## src/rtl/fpnew_special_packer.sv

```systemverilog
// Special-value packer: turns a requested FP class and a sign into the canonical
// encoding, NaN-boxes it to FLEN bits, and sends it down a valid/ready pipeline.
package fpnew_pkg;
    typedef enum logic [2:0] {
        FP32    = 3'd0,
        FP64    = 3'd1,
        FP16    = 3'd2,
        FP8     = 3'd3,
        FP16ALT = 3'd4
    } fp_format_e;

    typedef struct packed {
        logic is_normal;
        logic is_subnormal;
        logic is_zero;
        logic is_inf;
        logic is_nan;
        logic is_signalling;
        logic is_quiet;
        logic is_boxed;
    } fp_info_t;

    function automatic int unsigned exp_bits(fp_format_e f);
        case (f)
            FP64:    return 11;
            FP16:    return 5;
            FP8:     return 5;
            default: return 8;
        endcase
    endfunction

    function automatic int unsigned man_bits(fp_format_e f);
        case (f)
            FP64:    return 52;
            FP16:    return 10;
            FP8:     return 2;
            FP16ALT: return 7;
            default: return 23;
        endcase
    endfunction

    function automatic int unsigned fp_width(fp_format_e f);
        return 1 + exp_bits(f) + man_bits(f);
    endfunction
endpackage

module fpnew_special_packer #(
    parameter fpnew_pkg::fp_format_e FpFormat    = fpnew_pkg::fp_format_e'(0),
    parameter int unsigned           FLEN        = 64,
    parameter int unsigned           NumPipeRegs = 1,
    parameter int unsigned           TagWidth    = 4
) (
    input  logic                 clk_i,
    input  logic                 rst_ni,
    input  logic [2:0]           class_i,
    input  logic                 sign_i,
    input  logic                 box_i,
    input  logic [TagWidth-1:0]  tag_i,
    input  logic                 in_valid_i,
    output logic                 in_ready_o,
    input  logic                 flush_i,
    output logic [FLEN-1:0]      result_o,
    output fpnew_pkg::fp_info_t  info_o,
    output logic [TagWidth-1:0]  tag_o,
    output logic                 out_valid_o,
    input  logic                 out_ready_i,
    output logic                 busy_o
);
    localparam int unsigned EXP_BITS = fpnew_pkg::exp_bits(FpFormat);
    localparam int unsigned MAN_BITS = fpnew_pkg::man_bits(FpFormat);
    localparam int unsigned WIDTH    = fpnew_pkg::fp_width(FpFormat);

    typedef enum logic [2:0] {
        CLS_ZERO, CLS_INF, CLS_QNAN, CLS_SNAN,
        CLS_MAX_NORMAL, CLS_MIN_NORMAL, CLS_MIN_SUBNORMAL, CLS_MAX_SUBNORMAL
    } spec_class_e;

    typedef struct packed {
        logic [FLEN-1:0]     result;
        fpnew_pkg::fp_info_t info;
        logic [TagWidth-1:0] tag;
    } payload_t;

    logic [EXP_BITS-1:0] exp_f;
    logic [MAN_BITS-1:0] man_f;
    logic                sgn;
    logic                boxed;
    logic [FLEN-1:0]     enc_result;
    fpnew_pkg::fp_info_t enc_info;
    payload_t            enc;

    always_comb begin
        exp_f = '0;
        man_f = '0;
        sgn   = sign_i;
        case (spec_class_e'(class_i))
            CLS_ZERO:          ;
            CLS_INF:           exp_f = '1;
            CLS_QNAN: begin
                exp_f = '1;
                man_f = {1'b1, {(MAN_BITS-1){1'b0}}};
                sgn   = 1'b0;
            end
            CLS_SNAN: begin
                exp_f = '1;
                man_f = MAN_BITS'(1);
            end
            CLS_MAX_NORMAL: begin
                exp_f = {{(EXP_BITS-1){1'b1}}, 1'b0};
                man_f = '1;
            end
            CLS_MIN_NORMAL:    exp_f = EXP_BITS'(1);
            CLS_MIN_SUBNORMAL: man_f = MAN_BITS'(1);
            CLS_MAX_SUBNORMAL: man_f = '1;
            default:           ;
        endcase
    end

    generate
        if (FLEN > WIDTH) begin : g_box
            assign enc_result = {{(FLEN-WIDTH){box_i}}, sgn, exp_f, man_f};
            assign boxed      = box_i;
        end else begin : g_nobox
            assign enc_result = {sgn, exp_f, man_f};
            assign boxed      = 1'b1;
        end
    endgenerate

    // A value without a valid NaN-box reads back as the canonical quiet NaN.
    always_comb begin
        enc_info = '0;
        if (!boxed) begin
            enc_info.is_nan   = 1'b1;
            enc_info.is_quiet = 1'b1;
        end else begin
            enc_info.is_boxed = 1'b1;
            case (spec_class_e'(class_i))
                CLS_ZERO:          enc_info.is_zero = 1'b1;
                CLS_INF:           enc_info.is_inf  = 1'b1;
                CLS_QNAN: begin
                    enc_info.is_nan   = 1'b1;
                    enc_info.is_quiet = 1'b1;
                end
                CLS_SNAN: begin
                    enc_info.is_nan        = 1'b1;
                    enc_info.is_signalling = 1'b1;
                end
                CLS_MAX_NORMAL,
                CLS_MIN_NORMAL:    enc_info.is_normal    = 1'b1;
                default:           enc_info.is_subnormal = 1'b1;
            endcase
        end
    end

    assign enc = '{result: enc_result, info: enc_info, tag: tag_i};

    generate
        if (NumPipeRegs == 0) begin : g_comb
            assign result_o    = enc.result;
            assign info_o      = enc.info;
            assign tag_o       = enc.tag;
            assign out_valid_o = in_valid_i;
            assign in_ready_o  = out_ready_i;
            assign busy_o      = 1'b0;
        end else begin : g_pipe
            logic [NumPipeRegs-1:0] valid_q;
            payload_t               data_q [NumPipeRegs];
            logic [NumPipeRegs:0]   ready;
            logic [NumPipeRegs-1:0] v_in;
            payload_t               d_in [NumPipeRegs];

            assign ready[NumPipeRegs] = out_ready_i;

            for (genvar k = 0; k < NumPipeRegs; k++) begin : g_stage
                if (k == 0) begin : g_head
                    assign v_in[k] = in_valid_i;
                    assign d_in[k] = enc;
                end else begin : g_body
                    assign v_in[k] = valid_q[k-1];
                    assign d_in[k] = data_q[k-1];
                end
                // An empty stage always accepts, so bubbles collapse.
                assign ready[k] = ready[k+1] | ~valid_q[k];
            end

            always_ff @(posedge clk_i or negedge rst_ni) begin
                if (!rst_ni) begin
                    valid_q <= '0;
                    for (int k = 0; k < NumPipeRegs; k++) data_q[k] <= '0;
                end else begin
                    for (int k = 0; k < NumPipeRegs; k++) begin
                        if (flush_i)       valid_q[k] <= 1'b0;
                        else if (ready[k]) valid_q[k] <= v_in[k];
                        if (ready[k] && v_in[k]) data_q[k] <= d_in[k];
                    end
                end
            end

            assign in_ready_o  = ready[0];
            assign out_valid_o = valid_q[NumPipeRegs-1];
            assign result_o    = data_q[NumPipeRegs-1].result;
            assign info_o      = data_q[NumPipeRegs-1].info;
            assign tag_o       = data_q[NumPipeRegs-1].tag;
            assign busy_o      = |valid_q;
        end
    endgenerate
endmodule

```

## config.mk

```make
export PLATFORM = sky130hd
export DESIGN_NAME = fpnew_special_packer
export DESIGN_NICKNAME = d
export VERILOG_FILES = /design/src/rtl/fpnew_special_packer.sv
export SDC_FILE = /design/constraint.sdc
export NUM_CORES = 1
export LEC_CHECK = 0
export BUFFER_PORTS_ARGS = -buffer_cell sky130_fd_sc_hd__buf_4
export CAP_MARGIN = 20
export CORE_MARGIN = 1.5
export CORE_UTILIZATION = 38
export CTS_BUF_LIST = sky130_fd_sc_hd__clkbuf_8
export CTS_CLUSTER_DIAMETER = 50
export CTS_CLUSTER_SIZE = 20
export DETAILED_ROUTE_END_ITERATION = 7
export GPL_ROUTABILITY_DRIVEN = 0
export GPL_TIMING_DRIVEN = 1
export MAX_ROUTING_LAYER = met4
export PLACE_DENSITY_LB_ADDON = 0.25
export SLEW_MARGIN = 20
export SYNTH_ARGS = -nofsm -noshare
export SYNTH_HDL_FRONTEND = slang
export SYNTH_SLANG_ARGS = --single-unit
```

## constraint.sdc

```tcl
create_clock -name clk_i -period 1.27 [get_ports clk_i]
set_input_delay 0.0635 -clock clk_i [delete_from_list [all_inputs] [get_ports clk_i]]
set_output_delay 0.0635 -clock clk_i [all_outputs]
set_load 0.01 [all_outputs]
```

Word-level counts from Yosys, hierarchy flattened
Index checks and enable logic that the tools add are counted.
{ "word_totals": {"regBits": 46, "input_bits": 14, "out_inout_bits": 79, "wordCells": 46} }
{ "op_classes": {"eq_ne": 7, "mux": 17, "bitwise": 2, "reduce_logical": 9} }
{ "op_table": {"columns": ["operator", "count"], "rows": [
  ["$pmux W23 S3", 1],
  ["$pmux W8 S3", 1],
  ["$mux W1", 14],
  ["$eq A3 B3 Y1 const B", 4],
  ["$reduce_or A2 Y1", 4],
  ["$eq A3 B2 Y1 const B", 2],
  ["$reduce_or A6 Y1", 1],
  ["$mux W4", 1],
  ["$eq A3 B1 Y1 const B", 1],
  ["$logic_not A3 Y1", 1],
  ["$reduce_or A3 Y1", 1],
  ["$reduce_bool A2 Y1", 1],
  ["$logic_and A1 B1 Y1", 1],
  ["$not A1 Y1", 1],
  ["$or A1 B1 Y1", 1]
]} }

Longest topological paths before layout
{ "logic_depth": {"depth_word": 4, "depth_mapped": 5, "ltp_nobuf": 3} }

Least setup slack after synthesis
No wires, ideal clock.
{ "synth_timing": {"kind": "reg-to-reg", "from": "reg g_pipe.valid_q (netlist: busy_o)", "to": "reg g_pipe.data_q (netlist bit info_o[0])", "arrival_time_ps": 1160, "required_ps": 1145, "slack_ps": -15, "stages_incl_launch_ff": 6, "path_buffers": 2, "path_cell_list": "dfrtp_1 > nand2b_1 > buf_6 > nand2_4 > buf_6 > mux2_4"} }
{ "synth_between": {"elab_chain_cells": 3} }
{ "synth_rtl": {"columns": ["item", "line_no", "text"], "rows": [
  ["from (decl)", "166", "logic [NumPipeRegs-1:0] valid_q;"],
  ["from (signal, indexed assignment)", "193", "else if (ready[k]) valid_q[k] <= v_in[k];"],
  ["$not A1 Y1", "183", "assign ready[k] = ready[k+1] | ~valid_q[k];"],
  ["$or A1 B1 Y1", "183", null],
  ["via in_ready_o", "60", "output logic in_ready_o,"],
  ["$logic_and A1 B1 Y1", "194", "if (ready[k] && v_in[k]) data_q[k] <= d_in[k];"],
  ["to (signal, indexed assignment)", "194", null],
  ["to (decl)", "167", "payload_t data_q [NumPipeRegs];"]
]} }
The timed path passes the listed nets, and every way through them passes these cells.
A chain may end at the register's enable or synchronous reset.

Worst setup path in the final report
{ "layout_timing": {"from": "reg g_pipe.valid_q (netlist: busy_o)", "to": "reg g_pipe.data_q (netlist bit info_o[7])"} }
{ "layout_between": {"elab_chain_cells": 3} }
{ "layout_rtl": {"columns": ["item", "line_no"], "rows": [
  ["$not A1 Y1", "183"],
  ["$or A1 B1 Y1", "183"],
  ["$logic_and A1 B1 Y1", "194"]
]} }
Every way passes these cells.

==> results by group <==
Worst setup path
  – Crit path required time: 1.41 ns
  – Kind of critical path: flip-flop to flip-flop
  – CP Launch Point: busy_o
  – FF-to-FF path depth: 3
  – Worst setup path end: info_o[7]
  – Critical Path End Type: flip-flop
  – Crit path largest cell delay: 0.42 ns
  – Critical R2R Launch: busy_o
  – WP depth: 3
  – Slowest cell on the critical path: dfrtp_1
  – Critical Path AT: 1.28 ns
  – Crit path buf inv count: 0
  – R2r setup slk: 0.13 ns
  – Critical Path, Cell by Cell: nand2b_4, nand2_8, mux2_2
  – CP max FO: 16
  – Worst r2r dst: info_o[7]
  – Crit start category: flip-flop
  – Top delay family on crit path: flip-flops

Pwr
  – Pwr Density: 1180 mW/mm^2
  – P_leak: 0.000916 uW
  – Total chip power: 2000 uW
  – Peak supply drop: 0.538 mV

Timing
  – Least-Margin Pin Slew: 0.319 ns
  – Final Cycle Share: 0.897
  – Worst clock skew: 0.00231 ns
  – RSZ-0062 raised after global routing: no
  – Fmax: 878 MHz
  – Setup TNS: 0 ns
  – Slew Viols, Final: 0
  – Worst hold margin: 0.0366 ns
  – PnR worst setup slack: 0.131 ns
  – Fin crit period: 1.14 ns
  – Slew margin rel.: 0.787
  – Hold Vio Cnt, Final: 0
  – Setup-failing EPs final: 0

Floorplan
  – Die area: 0.00391 mm^2
  – Core Box Area: 0.00336 mm^2
  – Rows: 21
  – Starting Density: 0.400
  – I/O pins: 93
  – Die width: 62.5 um
  – Die Ht: 62.5 um

CTS
  – Post-CTS setup buffers: 0
  – TritonCTS Sinks: 19
  – Clk slew on worst S/H paths: 0.07 ns
  – TritonCTS clock tree: done
  – Clk buf depth: 2
  – CTS Buf Count: 3
  – Htree depth: 1
  – Root Buffer: clkbuf_8
  – Worst skew pair latency: 0.25 ns

Synth
  – Synth Area in Compound Gates: 0.0428
  – Synth Register Bits: 19
  – Unique cell type count in the Yosys netlist: 24
  – Post-synthesis adder-cell area fraction: 0
  – Post-synthesis sequential area ratio: 0.353
  – Post-Synthesis Net Count: 140
  – Post-synthesis mux area share: 0.154
  – Mapped Cells: 126
  – Mean post-synth cell area: 10.7 um^2
  – Post-Syn Area: 0.00135 mm^2
  – YS warnings: 0
  – Synth Area in XOR/XNOR: 0.0195
  – Post-Synth Simple-Gate Area: 0.0623
  – Combinational family with the most area after synthesis: buffers and inverters

Detailed routing
  – 1st-pass router iterations: 3
  – Vias: 854
  – Total wire length: 2.38 mm
  – 1st-iter DRT viols: 8
  – DR WL/cell: 11.5 um
  – Drc violations: 0
  – Via-to-Cell Ratio: 4.11
  – Final ANT Viol Nets: 0

Placement
  – Post-detail-place hpwl: 1.80 mm
  – Inst Count DP: 202
  – DP Worst Slack: 0.0537 ns
  – PortBufs: 92

Cells and area
  – Layout cells sized above 1: 0.704
  – Fin cells: 208
  – Synth-to-layout area growth: 26.7%
  – Fin nets: 177
  – # diodes: 0

Global route
  – Largest net degree at the start of global routing: 34
  – Grt ovf: 0
  – Global-route wire length before repair: 3.60 mm
  – Initial antenna violation count: 0
  – GRT Resource Usage Total: 0.117
  – Vias in the first global route: 739

Worst hold path
  – Hold crit path type: input pin to flip-flop

Status
  – Run status: finished clean

Run
  – Total of max-cap violations: 0
routing by layer:
layer	GRT usage	part of all wire	vias up
met4	0.0167	0	0
met1	0.151	0.45	372
met3	0.0432	0.10	0
met5	-	0	-
met2	0.180	0.45	55
li1	-	-	427
what timing repair did:
| item | in CTS | in global routing |
|---|---|---|
| setup endpoints to repair | 8 | 1 |
| hold buffers | 2 | 0 |
| endpoints found under the hold margin | 20 | 0 |
| resized for setup | 1 | 1 |
| pin swaps | 0 | 0 |
sequential cells by signal, indices dropped and copies added (netlist names):
signal	cells
info_o	8
result_o	6
busy_o	1
tag_o	4
how the worst min path moves through the flow:
| stage | start | endpoint | slack (ns) | cells after the start |
|---|---|---|---|---|
| 3_5_place_dp | rst_ni | result_o[22] | -0.05 | 1 |
| 6_report | tag_i[2] | tag_o[2] | 0.04 | 2 |
| 5_1_grt | tag_i[1] | tag_o[1] | 0.03 | 2 |
| 4_1_cts | tag_i[2] | tag_o[2] | 0.03 | 2 |
| 2_1_floorplan | rst_ni | busy_o | -0.23 | 0 |
| 3_3_place_gp | rst_ni | result_o[22] | -0.05 | 1 |
area by class of cell:
cell class | count | area (um^2)
Multi-Input combinational cell | 41 | 392
Sequential cell | 19 | 477
Clock buffer | 3 | 41.3
Clock inverter | 1 | 3.75
Tap cell | 46 | 57.6
Timing Repair Buffer | 96 | 726
Fill cell | 315 | 1660
Inverter | 2 | 7.51
cells in the mapped netlist, drive strengths merged:
library cell | count | share of area
a21o | 1 | 0.0056
a21oi | 4 | 0.015
a31oi | 1 | 0.0047
a41oi | 1 | 0.0065
and3 | 1 | 0.0047
and4 | 1 | 0.0065
and4b | 1 | 0.0074
buf | 64 | 0.36
dfrtp | 19 | 0.35
inv | 2 | 0.0056
mux2 | 14 | 0.14
mux2i | 2 | 0.015
nand2 | 2 | 0.011
nand2b | 2 | 0.0093
nand3 | 1 | 0.0037
nor2 | 2 | 0.0056
nor4b | 1 | 0.0065
nor4bb | 1 | 0.0074
o21ai | 3 | 0.011
xnor2 | 3 | 0.020
cells by family (layout without fill, tap and decap cells):
family                 after synthesis  after routing
AO/OA/AOI/OAI                       10             10
XOR/XNOR                             3              3
buffers and inverters               66            102
flip-flops                          19             19
multiplexers                        16             16
AND/OR/NAND/NOR                     12             12
through the flow:
stage / instance area, um^2 / util
after CTS: 1700 / 0.504
final: 1700 / 0.507
after global placement: 1630 / 0.485
after floorplan: 1360 / -
after global routing: 1700 / 0.507
after detailed placement: 1630 / 0.485
where the power goes:
| group | internal [uW] | total [uW] | switching [uW] |
|---|---|---|---|
| clock | 215 | 407 | 193 |
| combinational | 484 | 859 | 375 |
| sequential | 672 | 737 | 65.4 |
cells in the final DEF (no fill, tap or decap), drive strengths merged:
cell type	netlist	routed
buf	64	94
dfrtp	19	19
mux2	14	14
a21oi	4	4
o21ai	3	3
inv	2	3
xnor2	3	3
clkbuf	0	3
mux2i	2	2
nor2	2	2
dlygate4sd3	0	2
nand2b	2	2
nand2	2	2
and3	1	1
nor4b	1	1
nand3	1	1
and4	1	1
a21o	1	1
a31oi	1	1
nor4bb	1	1
a41oi	1	1
and4b	1	1
Note: power is estimated with default switching activity, not from simulation.
